<file path="config.mk">
export PLATFORM = sky130hd
export DESIGN_NAME = sound_sequencer_flat
export DESIGN_NICKNAME = d
export VERILOG_FILES = /design/src/rtl/sound_sequencer_if.sv /design/src/rtl/sound_sequencer.sv /design/src/flat_wrapper.sv
export SDC_FILE = /design/constraint.sdc
export NUM_CORES = 1
export LEC_CHECK = 0
export ABC_AREA = 1
export CAP_MARGIN = 30
export CORE_ASPECT_RATIO = 1.4
export CORE_MARGIN = 1
export CORE_UTILIZATION = 30
export DETAILED_ROUTE_END_ITERATION = 8
export GPL_TIMING_DRIVEN = 0
export PLACE_DENSITY = 0.57
export RECOVER_POWER = 50
export SYNTH_ARGS = -nofsm -noshare
export SYNTH_HDL_FRONTEND = slang
export SYNTH_SLANG_ARGS = --single-unit
</file>
<file path="constraint.sdc">
create_clock -name clk -period 8.35 [get_ports clk]
set_input_delay 1.67 -clock clk [delete_from_list [all_inputs] [get_ports clk]]
set_output_delay 1.67 -clock clk [all_outputs]
set_load 0.02 [all_outputs]
</file>
<file path="src/rtl/sound_sequencer_if.sv">
// DMA read port and buzzer command port of the sound sequencer.
// master = sequencer side, slave = memory/buzzer side.
interface sound_sequencer_if;
  logic        startDMA;
  logic [15:0] addrDMA;
  logic [15:0] fromMemDMA;
  logic        rdyDMA;
  logic [23:0] cmd;
  logic        cmdStart;

  modport master (
    output startDMA, addrDMA, cmd, cmdStart,
    input  fromMemDMA, rdyDMA
  );

  modport slave (
    input  startDMA, addrDMA, cmd, cmdStart,
    output fromMemDMA, rdyDMA
  );
endinterface

</file>
<file path="src/rtl/sound_sequencer.sv">
// Sound sequencer: fetches two-word events over DMA, issues buzzer commands, waits delay ticks.
// Optional macro SOUND_SEQUENCER_LOOP_EN: END_OP with payload[0]=1 restarts at the base latched on go.
module sound_sequencer #(
  parameter int unsigned TICK_DIV = 50000,
  parameter logic [7:0]  END_OP   = 8'hFF
) (
  input  logic                  clk,
  input  logic                  rst,
  input  logic                  go,
  input  logic                  stop,
  input  logic [15:0]           baseAddr,
  output logic                  busy,
  sound_sequencer_if.master     dma
);

  typedef enum logic [2:0] {IDLE, FETCH0, FETCH1, ISSUE, WAIT} state_e;

  localparam logic [23:0] TICK24 = TICK_DIV[23:0];

  state_e      state_q;
  logic [15:0] ptr_q;
  logic [7:0]  delay_q;
  logic [7:0]  op_q;
  logic [23:0] cnt_q;
  logic        start_q;
  logic [15:0] addr_q;
  logic [23:0] cmd_q;
  logic        cmd_start_q;
  logic        pend_q;
  logic [1:0]  drop_q, drop_d;
  logic        rdy_fresh;
  logic        kill;
  logic [23:0] wait_len;
`ifdef SOUND_SEQUENCER_LOOP_EN
  logic [15:0] base_q;
  logic        loop_q;
`endif

  assign busy         = (state_q != IDLE);
  assign dma.startDMA = start_q;
  assign dma.addrDMA  = addr_q;
  assign dma.cmd      = cmd_q;
  assign dma.cmdStart = cmd_start_q;

  // Completions of fetches abandoned by stop/restart are counted and swallowed
  // so a late rdyDMA is never mistaken for data of a newer fetch.
  assign rdy_fresh = dma.rdyDMA && (drop_q == 2'd0);
  assign kill      = stop || go;
  assign wait_len  = {16'd0, delay_q} * TICK24;

  always_comb begin
    drop_d = drop_q;
    if (dma.rdyDMA && (drop_q != 2'd0))
      drop_d = drop_q - 2'd1;
    if (kill && pend_q && !rdy_fresh && (drop_d != 2'd3))
      drop_d = drop_d + 2'd1;
  end

  always_ff @(posedge clk) begin
    if (rst) begin
      state_q     <= IDLE;
      ptr_q       <= '0;
      delay_q     <= '0;
      op_q        <= '0;
      cnt_q       <= '0;
      start_q     <= 1'b0;
      addr_q      <= '0;
      cmd_q       <= '0;
      cmd_start_q <= 1'b0;
      pend_q      <= 1'b0;
      drop_q      <= '0;
`ifdef SOUND_SEQUENCER_LOOP_EN
      base_q      <= '0;
      loop_q      <= 1'b0;
`endif
    end else begin
      start_q     <= 1'b0;
      cmd_start_q <= 1'b0;
      drop_q      <= drop_d;
      if (stop) begin
        state_q <= IDLE;
        pend_q  <= 1'b0;
      end else if (go) begin
        state_q <= FETCH0;
        ptr_q   <= baseAddr;
        addr_q  <= baseAddr;
        start_q <= 1'b1;
        pend_q  <= 1'b1;
`ifdef SOUND_SEQUENCER_LOOP_EN
        base_q  <= baseAddr;
`endif
      end else begin
        case (state_q)
          IDLE: ;
          FETCH0: if (rdy_fresh) begin
            delay_q <= dma.fromMemDMA[15:8];
            op_q    <= dma.fromMemDMA[7:0];
            ptr_q   <= ptr_q + 16'd1;
            addr_q  <= ptr_q + 16'd1;
            start_q <= 1'b1;
            state_q <= FETCH1;
          end
          FETCH1: if (rdy_fresh) begin
            ptr_q   <= ptr_q + 16'd1;
            pend_q  <= 1'b0;
            state_q <= ISSUE;
`ifdef SOUND_SEQUENCER_LOOP_EN
            loop_q  <= dma.fromMemDMA[0];
`endif
            if (op_q != END_OP) begin
              cmd_start_q <= 1'b1;
              cmd_q       <= {op_q, dma.fromMemDMA};
            end
          end
          ISSUE: begin
            if (op_q != END_OP) begin
              if (delay_q != 8'd0) begin
                state_q <= WAIT;
                cnt_q   <= '0;
              end else begin
                state_q <= FETCH0;
                addr_q  <= ptr_q;
                start_q <= 1'b1;
                pend_q  <= 1'b1;
              end
            end else begin
`ifdef SOUND_SEQUENCER_LOOP_EN
              if (loop_q) begin
                state_q <= FETCH0;
                ptr_q   <= base_q;
                addr_q  <= base_q;
                start_q <= 1'b1;
                pend_q  <= 1'b1;
              end else begin
                state_q <= IDLE;
              end
`else
              state_q <= IDLE;
`endif
            end
          end
          WAIT: begin
            if (cnt_q == wait_len - 24'd1) begin
              state_q <= FETCH0;
              addr_q  <= ptr_q;
              start_q <= 1'b1;
              pend_q  <= 1'b1;
            end else begin
              cnt_q <= cnt_q + 24'd1;
            end
          end
          default: state_q <= IDLE;
        endcase
      end
    end
  end

endmodule

</file>
<file path="src/flat_wrapper.sv">
// flat-port wrapper written by rule: the top's interface ports become plain ports
module sound_sequencer_flat 
#(
  parameter int unsigned TICK_DIV = 50000,
  parameter logic [7:0]  END_OP   = 8'hFF
)
  (clk, rst, go, stop, baseAddr, busy, dma_startDMA, dma_addrDMA, dma_cmd, dma_cmdStart, dma_fromMemDMA, dma_rdyDMA);
  sound_sequencer_if dma_i ();
  input  logic clk;
  input  logic rst;
  input  logic go;
  input  logic stop;
  input  logic [15:0] baseAddr;
  output logic busy;
  output wire logic [$bits(dma_i.startDMA)-1:0] dma_startDMA;
  output wire logic [$bits(dma_i.addrDMA)-1:0] dma_addrDMA;
  output wire logic [$bits(dma_i.cmd)-1:0] dma_cmd;
  output wire logic [$bits(dma_i.cmdStart)-1:0] dma_cmdStart;
  input wire logic [$bits(dma_i.fromMemDMA)-1:0] dma_fromMemDMA;
  input wire logic [$bits(dma_i.rdyDMA)-1:0] dma_rdyDMA;
  assign dma_startDMA = dma_i.startDMA;
  assign dma_addrDMA = dma_i.addrDMA;
  assign dma_cmd = dma_i.cmd;
  assign dma_cmdStart = dma_i.cmdStart;
  assign dma_i.fromMemDMA = dma_fromMemDMA;
  assign dma_i.rdyDMA = dma_rdyDMA;
  sound_sequencer #(.TICK_DIV(TICK_DIV), .END_OP(END_OP)) u_core (.clk(clk), .rst(rst), .go(go), .stop(stop), .baseAddr(baseAddr), .busy(busy), .dma(dma_i));
endmodule
</file>
After elaboration in Yosys (flattened, before gate mapping)
Index checks and enable logic that the tools add are counted.

Logic and storage cells: 105. Output and inout bits: 43. Flip-flop bits (word level): 104. Input port bits: 37.

Bitwise gates (word level): 5. Add/subtract/negate cells: 5. Reduce and logical (&&, ||, !) cells: 29. Multiply operators: 1. Mux-type cells: 34. Equality and inequality tests: 19.

Operators by type and width (number): $mux W16 (7); $mux W24 (3); $pmux W16 S3 (1); $pmux W24 S2 (1); $add A24 B1 Y24 const B (1); $eq A24 B24 Y1 (1); $sub A24 B1 Y24 const B (1); $mul A8 B12 Y20 const B (1); $add A16 B1 Y16 const B (1); $mux W3 (5); $pmux W3 S5 (1); $mux W1 (12); $ne A3 B2 Y1 const B (4); $reduce_and A4 Y1 (3); $reduce_and A6 Y1 (2); $ne A2 B1 Y1 const B (5); $reduce_and A5 Y1 (2); $ne A8 B8 Y1 const B (1); $reduce_bool A2 Y1 (4); $reduce_bool A4 Y1 (2); $reduce_bool A8 Y1 (1); $eq A3 B2 Y1 const B (2); $ne A2 B2 Y1 const B (3); $pmux W1 S3 (2); 17 further kinds (27).

Longest topological paths before layout
Gate-level depths: netlist (run 1).

Word-level depth: 6. Mapped depth: 30. Mapped depth without buffers: 29.

Worst setup path after synthesis (run 1)
Ideal clock, no wire load.

Path kind: register -> register. From: register u_core.delay_q[2]. To: register u_core.addr_q[10], in the netlist u_core.dma.addrDMA[10]. Period minus slack after synthesis: 4.307 ns. Slack: 4.043 ns. Arrival time: 4.192 ns. Cell stages (with the launch flop): 28. Required time: 8.235 ns. Path through: dfxtp_1 > ha_1 > ha_1 > fa_1 > inv_1 > fa_1 > inv_1 > ha_1 > buf_6 > a21oi_2 > nand2_1 > nand2_2 > nand2_2 > nand2_2 > nand2_4 > nor2_8 > nand3_2 > nor2_4 > nand4_1 > nand2_1 > nand2_1 > nor2_1 > nand3_1 > nand2_2 > buf_4 > o2111ai_1 > nand2_1 > nor2_1.

Longest elaborated chain between the ends: 5. Elaborated cells on any way between the ends: 7.

Ends and longest elaborated chain: start: declaration (RTL line sound_sequencer.sv:22) `logic [7:0] delay_q;`; start signal: assignment (RTL line sound_sequencer.sv:96) `delay_q <= dma.fromMemDMA[15:8];`; $mul A8 B12 Y20 (RTL line sound_sequencer.sv:49) `assign wait_len = {16'd0, delay_q} * TICK24;`; $sub A24 B1 Y24 (RTL line sound_sequencer.sv:143) `if (cnt_q == wait_len - 24'd1) begin`; $eq A24 B24 Y1 (RTL line sound_sequencer.sv:143); $ne A3 B2 Y1 (no line); $reduce_and A6 Y1 (no line) (*); end signal: assignment (RTL line sound_sequencer.sv:99) `addr_q <= ptr_q + 16'd1;`; end signal: assignment (RTL line sound_sequencer.sv:122) `addr_q <= ptr_q;`; end signal: assignment (RTL line sound_sequencer.sv:145) `addr_q <= ptr_q;`; end: declaration (RTL line sound_sequencer.sv:26) `logic [15:0] addr_q;`.

Every way passes the cells marked *; elsewhere a longest branch is shown, timed or not. A chain may end at the register's enable or synchronous reset.

Worst setup path in the final report (run 1)
From: register u_core.delay_q[2]. To: register u_core.addr_q[4], in the netlist u_core.dma.addrDMA[4].

Same word-level chain as after synthesis.

==> metrics.md, run 1 <==
| Metric | Value |
|---|---|
| RSZ-0062 raised after global routing | `no` |
| Post-synth EDFFs | `0` |
| Max-capacitance violation count | `0` |
| Per-cell routed wire length | `14.4 um` |
| Die H | `196 um` |
| Ys flop type | `dfxtp_1` |
| Area leader, netlist | `dfxtp_1` |
| Final setup fails | `0` |
| Tmin final | `approximately 5.3 ns` |
| Routed vias | `7948` |
| Longest Clk Path Bufs | `2` |
| Most used routing layer | `met2` |
| Hold_buf cts | `0` |
| Die Area | `27600 um2` |
| GRT Util Overall | `17.7%` |
| Reg2reg end | `u_core.dma.addrDMA[4]$_SDFFE_PP0P_` |
| Final Util | `between 30% and 40%` |
| GPL Wtd Cong | `0.894` |
| Ratio of cells with drive above 1 in the final layout | `5.64%` |
| Synth async-reset ratio | `0%` |
| Initial Util | `a little under a third` |
| Setup crit end kind | `flop` |
| Nets | `between 1000 and 1500` |
| Syn Inst Count | `1219` |
| Clk_lat worst skew | `between 0.3 and 0.4 ns` |
| Site row count | `70` |
| FMAX | `190 MHz` |
| Yosys top cell area share | `about a quarter` |
| Synth unique cells | `44` |
| # DRC | `0` |
| Synthesized area | `8080 um2` |
| Top cells by area, synth | `dfxtp_1, nand2_1, ha_1, nor2_1, inv_1` |
| GRT overflow | `0` |
| Final period utilization | `63.2%` |
| Fin. Hold Viols | `0` |
| DRT iter0 DRCs | `354` |
| Root buffer cell | `clkbuf_16` |
| Syn Area/Cell | `6.63 um2` |
| Gate power share | `21.7%` |
| DR pass1 iterations | `5` |
| Filler Cells Inserted | `2876` |
| CTS buffer count | `9` |
| Antenna viol nets, final | `0` |
| Critical path required time | `8.61 ns` |
| Port Buf Inserts | `between 70 and 80` |
| Slew Viols, Final | `0` |
| Syn Nets | `1329` |
| Setup crit start kind | `flop` |
| Setup TNS | `0 ns` |
| First-pass GRT wire length | `38.7 mm` |
| Worst Hold Class | `reg -> reg` |
| Status | `completed` |
| Die width | `141 um` |
| Reg2Reg Depth | `27` |
| P&R area growth vs syn | `18.8%` |
| CTS H-Tree Depth | `3` |
| Grt met1 use | `19.3%` |
| ANT cells | `0` |
| Critical path startpoint | `u_core.delay_q[2]$_SDFFE_PP0P_` |
| Sw frac | `30.2%` |
| Reg power frac | `40.9%` |
| WHS Endpoint | `u_core.dma.cmd[23]$_SDFFE_PP0P_` |
| Crit path DAT | `roughly 5.5 ns` |
| Slew margin rel. | `54.9%` |
| Type of the worst setup path | `reg -> reg` |
| Syn. warnings | `0` |
| M3 GR Usage | `1.78%` |
| Worst-path maximum fanout | `10` |
| TritonCTS clock tree | `done` |
| Crit Reg-Reg Startpoint | `u_core.delay_q[2]$_SDFFE_PP0P_` |
| Worst slew pin tran | `around 0.68 ns` |
| Seq/Total Area, Yosys | `25.8%` |
| Hold Crit Depth | `2` |
| Pint | `between 900 and 1000 uW` |
| Synth Register Bits | `between 100 and 150` |
| Clock Skew | `approximately 0.0063 ns` |
| HPWL after DPL | `19.2 mm` |
| Clock power share | `37.4%` |
| M2 GR Usage | `between 30% and 40%` |
| Setup Buffers After CTS | `0` |
| R2r setup slk | `a little over 3 ns` |
| Resize count post-CTS | `0` |
| P_sw | `about 400 uW` |
| Final wirelength | `23.6 mm` |
| VDD IR max | `0.000125 V` |
| Core region area | `26300 um2` |
| Final Power | `around 1300 uW` |
| Hold Path Origin | `u_core.dma.cmd[23]$_SDFFE_PP0P_` |
| Worst-path clk slew | `0.07 ns` |
| Largest net degree at the start of global routing | `18` |
| Clk sinks | `104` |
| Vias in the first global route | `7905` |
| Initial antenna violation count | `0` |
| # IOs | `80` |
| Static leakage | `0.00429 uW` |
| Vias per cell | `4.86` |
| Cell Pwr Density | `134 nW/um2` |
==> cell type report <==
cell class | count | area [um2] | area share (%)
Buffer | 48 | 224 | 2.33
Clock buffer | 11 | 253 | 2.63
Clock inverter | 5 | 86.3 | 0.900
Inverter | 145 | 544 | 5.67
Multi-Input combinational cell | 922 | 5230 | 54.5
Sequential cell | 104 | 2080 | 21.7
Tap cell | 324 | 405 | 4.23
Timing Repair Buffer | 77 | 771 | 8.03
==> through the flow <==
| step | std cells | hold slack (ns) | setup WS, ns | area [um2] |
|---|---|---|---|---|
| floorplan | 1219 | 0.441 | 4.04 | 8080 |
| global placement | 1620 | 0.453 | 3.09 | 9250 |
| detailed placement | 1620 | 0.456 | 3.08 | 9250 |
| CTS | 1636 | 0.473 | 3.05 | 9590 |
| global route | 1636 | 0.489 | 2.78 | 9590 |
| finish | 1636 | 0.469 | 3.08 | 9590 |
==> metal layers <==
| layer | share of wire (%) | vias up |
|---|---|---|
| li1 | - | 4144 |
| met1 | 41 | 3620 |
| met2 | 54 | 143 |
| met3 | 2.5 | 41 |
| met4 | 2.7 | 0 |
| met5 | 0 | - |
==> how the worst max path moves through the flow <==
stage / end / slack [ns] / depth (start not counted)
after CTS: u_core.dma.addrDMA[4]$_SDFFE_PP0P_ / 3.05 / 27
after global placement: u_core.dma.addrDMA[4]$_SDFFE_PP0P_ / 3.09 / 27
after global routing: u_core.dma.addrDMA[4]$_SDFFE_PP0P_ / 2.78 / 27
after detailed placement: u_core.dma.addrDMA[4]$_SDFFE_PP0P_ / 3.08 / 27
after floorplan: u_core.dma.addrDMA[10]$_SDFFE_PP0P_ / 4.04 / 27
final: u_core.dma.addrDMA[4]$_SDFFE_PP0P_ / 3.08 / 27
==> cells in the mapped netlist (all sizes together), types with 8 or more instances <==
cell and n:
a21oi 73, a31oi 15, buf 15, clkbuf 33
dfxtp 104, fa 12, ha 61, inv 142
nand2 277, nand3 78, nand4 32, nor2 192
nor3 14, nor4 8, o2111ai 12, o21ai 76
xnor2 15, xor2 41
==> power groups by stage <==
| stage | combinational (uW) | sequential (uW) | clock [uW] |
|---|---|---|---|
| after floorplan | 193 | 544 | 0 |
| after global placement | 280 | 539 | 0 |
| after detailed placement | 283 | 539 | 0 |
| after CTS | 285 | 528 | 495 |
| after global routing | 319 | 530 | 516 |
| final | 279 | 528 | 482 |
==> sequential cells by signal (all words and copies together), names as in the netlist <==
| name | flops |
|---|---|
| u_core.drop_q | 2 |
| u_core.dma.cmd | 24 |
| u_core.dma.startDMA | 1 |
| u_core.ptr_q | 16 |
| u_core.cnt_q | 24 |
| u_core.state_q | 3 |
| u_core.dma.addrDMA | 16 |
| u_core.op_q | 8 |
| u_core.pend_q | 1 |
| u_core.delay_q | 8 |
| u_core.dma.cmdStart | 1 |
==> cell families (layout without fill, tap and decap cells) <==
logic type | after synthesis | count (layout) | synth area share, %
flops | 104 | 104 | 25.8
buf+inv | 193 | 286 | 9.51
simple gates | 610 | 610 | 33.0
fa+ha+maj | 73 | 73 | 12.4
xor+xnor | 56 | 56 | 6.26
compound gates | 183 | 183 | 13.0
==> placed cells by master (no fill, tap or decap), types with 32 or more instances in the layout <==
cell,Yosys,routed
nand2_1,265,265
dfxtp_1,104,104
inv_1,140,140
dlygate4sd3_1,0,45
a21oi_1,62,62
nand3_1,71,71
ha_1,61,61
nand4_1,32,32
clkdlybuf4s50_1,0,32
xor2_1,39,39
clkbuf_1,33,36
nor2_1,184,184
o21ai_0,74,74
==> worst max-delay path, cell delays in order (launching register included) <==
cell       delay (ns)
dfxtp_1          0.47
ha_1             0.30
ha_1             0.30
fa_1             0.51
inv_1            0.05
fa_1             0.53
inv_1            0.04
ha_1             0.29
buf_6            0.14
nand2_1          0.05
nand2_1          0.06
nand2_1          0.10
nand3_2          0.12
nand2_1          0.09
nand2_2          0.11
nor2_1           0.21
nand3_2          0.15
nor2_4           0.15
nand4_1          0.10
nand2_1          0.08
nand2_1          0.09
nor2_1           0.19
nand3_1          0.20
nand2_2          0.22
buf_4            0.23
o2111ai_1        0.19
nand2_1          0.13
nor2_1           0.04
Power figures use the tool's default switching activity.
==> run 2, diff against run 1 <==
PLACE_DENSITY = 0.59   (was 0.57)
clock period = 4.3 ns   (was 8.35 ns; I/O delays follow)
==> run 2 against run 1 <==
Against the previous run: the flow now finishes with violations (negative setup slack); sequential power grew 93%; non-clock buffer count grew 26; critical endpoint unchanged; die area is the same; power grew 97%; critical path depth is the same; first-iteration DRC count shrank 12%.
==> metrics.md, run 2 (synthesis results as in run 1) <==
| Metric | Value |
|---|---|
| P&R area growth vs syn | `31.4% (was 18.8%)` |
| Nets | `1443 (was 1417)` |
| Reg2Reg Depth | `27 (unchanged)` |
| R2r setup slk | `-0.30 ns (was 3.08 ns)` |
| Initial Util | `30.7% (unchanged)` |
| TritonCTS clock tree | `done (unchanged)` |
| DR pass1 iterations | `5 (unchanged)` |
| Clock Skew | `0.0189 ns (was 0.00632 ns)` |
| HPWL after DPL | `19.0 mm (was 19.2 mm)` |
| Vias in the first global route | `8345 (was 7905)` |
| Worst slew pin tran | `0.768 ns (was 0.677 ns)` |
| Crit Reg-Reg Startpoint | `u_core.delay_q[4]$_SDFFE_PP0P_ (was u_core.delay_q[2]$_SDFFE_PP0P_)` |
| Multi-input gate area | `5980 um2 (was 5230 um2)` |
| ANT cells | `0 (unchanged)` |
| Most common cell after layout, fill and taps aside | `nand2_1 (unchanged)` |
| Die H | `196 um (unchanged)` |
| Port Buf Inserts | `77 (unchanged)` |
| Hold Path Origin | `u_core.dma.addrDMA[14]$_SDFFE_PP0P_ (was u_core.dma.cmd[23]$_SDFFE_PP0P_)` |
| CTS H-Tree Depth | `3 (unchanged)` |
| Die Area | `27600 um2 (unchanged)` |
| Clk sinks | `104 (unchanged)` |
| Type of the worst setup path | `reg -> reg (unchanged)` |
| Commonest non-fill, non-tap cells in the layout | `nand2_1, nor2_1, inv_1, dfxtp_1, o21ai_0 (unchanged)` |
| Per-cell routed wire length | `15.1 um (was 14.4 um)` |
| Worst Hold Class | `reg -> reg (unchanged)` |
| Vias per cell | `5.00 (was 4.86)` |
| Hold_buf cts | `0 (unchanged)` |
| Max-capacitance violation count | `0 (unchanged)` |
| Critical path buffers and inverters | `5 (was 4)` |
| Crit path DAT | `4.85 ns (was 5.53 ns)` |
| CP most frequent cell | `nand2_1 (unchanged)` |
| Max stage delay on crit path | `0.49 ns (was 0.53 ns)` |
| Final period utilization | `107% (was 63.2%)` |
| First-pass GRT wire length | `40.6 mm (was 38.7 mm)` |
| Critical path required time | `4.55 ns (was 8.61 ns)` |
| Fin Hold WS | `0.473 ns (was 0.469 ns)` |
| VDD IR max | `0.000162 V (was 0.000125 V)` |
| Longest Clk Path Bufs | `2 (unchanged)` |
| Static leakage | `0.00455 uW (was 0.00429 uW)` |
| GPL Wtd Cong | `0.899 (was 0.894)` |
| Post-placement cell area | `9260 um2 (was 9250 um2)` |
| Final setup fails | `45 (was 0)` |
| Worst-path maximum fanout | `8 (was 10)` |
| Critical path's slowest cell | `fa_1 (unchanged)` |
| Slew Viols, Final | `0 (unchanged)` |
| FMAX | `217 MHz (was 190 MHz)` |
| Root buffer cell | `clkbuf_16 (unchanged)` |
| GRT overflow | `0 (unchanged)` |
| Tmin final | `4.60 ns (was 5.27 ns)` |
| Fin. Hold Viols | `0 (unchanged)` |
| Die width | `141 um (unchanged)` |
| Failing checks | `negative setup slack` |
| Initial antenna violation count | `0 (unchanged)` |
| # IOs | `80 (unchanged)` |
| Reg2reg end | `u_core.dma.addrDMA[4]$_SDFFE_PP0P_ (unchanged)` |
| Antenna viol nets, final | `0 (unchanged)` |
| Ratio of cells with drive above 1 in the final layout | `16.4% (was 5.64%)` |
| Dpl ws | `-0.882 ns (was 3.08 ns)` |
| Setup crit start kind | `flop (unchanged)` |
| RSZ-0062 raised after global routing | `yes (was no)` |
| Clk_lat worst skew | `0.36 ns (about the same)` |
| Largest net degree at the start of global routing | `21 (was 18)` |
| Filler Cells Inserted | `2749 (was 2876)` |
| WHS Endpoint | `u_core.dma.addrDMA[14]$_SDFFE_PP0P_ (was u_core.dma.cmd[23]$_SDFFE_PP0P_)` |
| Core region area | `26300 um2 (unchanged)` |
| Final instance area | `10600 um2 (was 9590 um2)` |
| Worst-path clk slew | `0.09 ns (was 0.07 ns)` |
| Final Power | `2540 uW (was 1290 uW)` |
| GRT Util Overall | `18.4% (was 17.7%)` |
| Status | `complete, but fails checks (was completed)` |
| Routed vias | `8302 (was 7948)` |
| Final Util | `40.4% (was 36.5%)` |
| Setup crit end kind | `flop (unchanged)` |
| # DRC | `0 (unchanged)` |
| Cell Pwr Density | `239 nW/um2 (was 134 nW/um2)` |
| CP delay by family, top | `adder cells (was simple AND/OR/NAND/NOR gates)` |
| Slew margin rel. | `48.8% (was 54.9%)` |
| Hold Crit Depth | `2 (unchanged)` |
| DRT iter0 DRCs | `313 (was 354)` |
| CTS buffer count | `9 (unchanged)` |
| Site row count | `70 (unchanged)` |
| Final wirelength | `25.0 mm (was 23.6 mm)` |
| Register Area | `2100 um2 (was 2080 um2)` |
| Setup ws final | `-0.301 ns (was 3.08 ns)` |
## run 2: cell count changes in the layout (fill, tap and decap cells not counted), moves of 12 or more
cell / change
nand2_2: +22
ha_1: -17
a21oi_1: -18
nor2_1: -12
ha_4: +17
nand2_4: +16
buf_4: +16
nand2_1: -40
a21oi_2: +15
## run 2: repair_timing
action,4_1_cts,5_1_grt
setup buffers,12,10
cloned,4,0
gates resized for setup,94,88
pin swaps,40,64
endpoints found under the setup margin,45,45
## run 2: how the worst max path moves through the flow
stage,start,endpoint,slack (ns),cells after the start
after floorplan,u_core.delay_q[2]$_SDFFE_PP0P_,u_core.dma.addrDMA[10]$_SDFFE_PP0P_,0.007,27
after global placement,u_core.delay_q[2]$_SDFFE_PP0P_,u_core.dma.addrDMA[4]$_SDFFE_PP0P_,-0.89,27
after detailed placement,u_core.delay_q[2]$_SDFFE_PP0P_,u_core.dma.addrDMA[4]$_SDFFE_PP0P_,-0.88,27
after CTS,u_core.delay_q[4]$_SDFFE_PP0P_,u_core.dma.addrDMA[4]$_SDFFE_PP0P_,-0.26,27
after global routing,u_core.delay_q[4]$_SDFFE_PP0P_,u_core.dma.addrDMA[12]$_SDFFE_PP0P_,-0.49,26
final,u_core.delay_q[4]$_SDFFE_PP0P_,u_core.dma.addrDMA[4]$_SDFFE_PP0P_,-0.30,27
## run 2: through the flow
| step | setup TNS [ns] | instances |
|---|---|---|
| 3_5_place_dp | -28.09 | 1620 |
| 4_1_cts | -9.20 | 1652 |
| 6_report | -9.86 | 1662 |
| 2_1_floorplan | 0 | 1219 |
| 3_3_place_gp | -28.27 | 1620 |
| 5_1_grt | -19.29 | 1662 |
## run 2: layer usage
layer	global-route usage, %	share of wire (%)	up-vias
met2	34.7	53	174
met5	0	0	-
met3	1.95	2.8	69
met1	20.0	40	3873
met4	9.22	4.1	0
li1	-	-	4186
## run 2: cell type report
cell class / count / area share, %
multi-input combinational: 922 / 56.3
sequential: 104 / 19.8
timing repair buffer: 103 / 9.77
inverter: 145 / 5.19
tap: 324 / 3.82
buffer: 48 / 2.31
clock buffer: 9 / 2.12
clock inverter: 7 / 0.660
## run 2: worst min-delay path: stages, from the launching register on
cell and delay, ns:
dfxtp_1 0.33, a21oi_1 0.04, nor2_1 0.07
## run 2: where the power goes
group	switching (uW)	total, uW	internal (uW)
Clock	433	846	413
Combinational	399	669	270
Sequential	28.8	1020	995
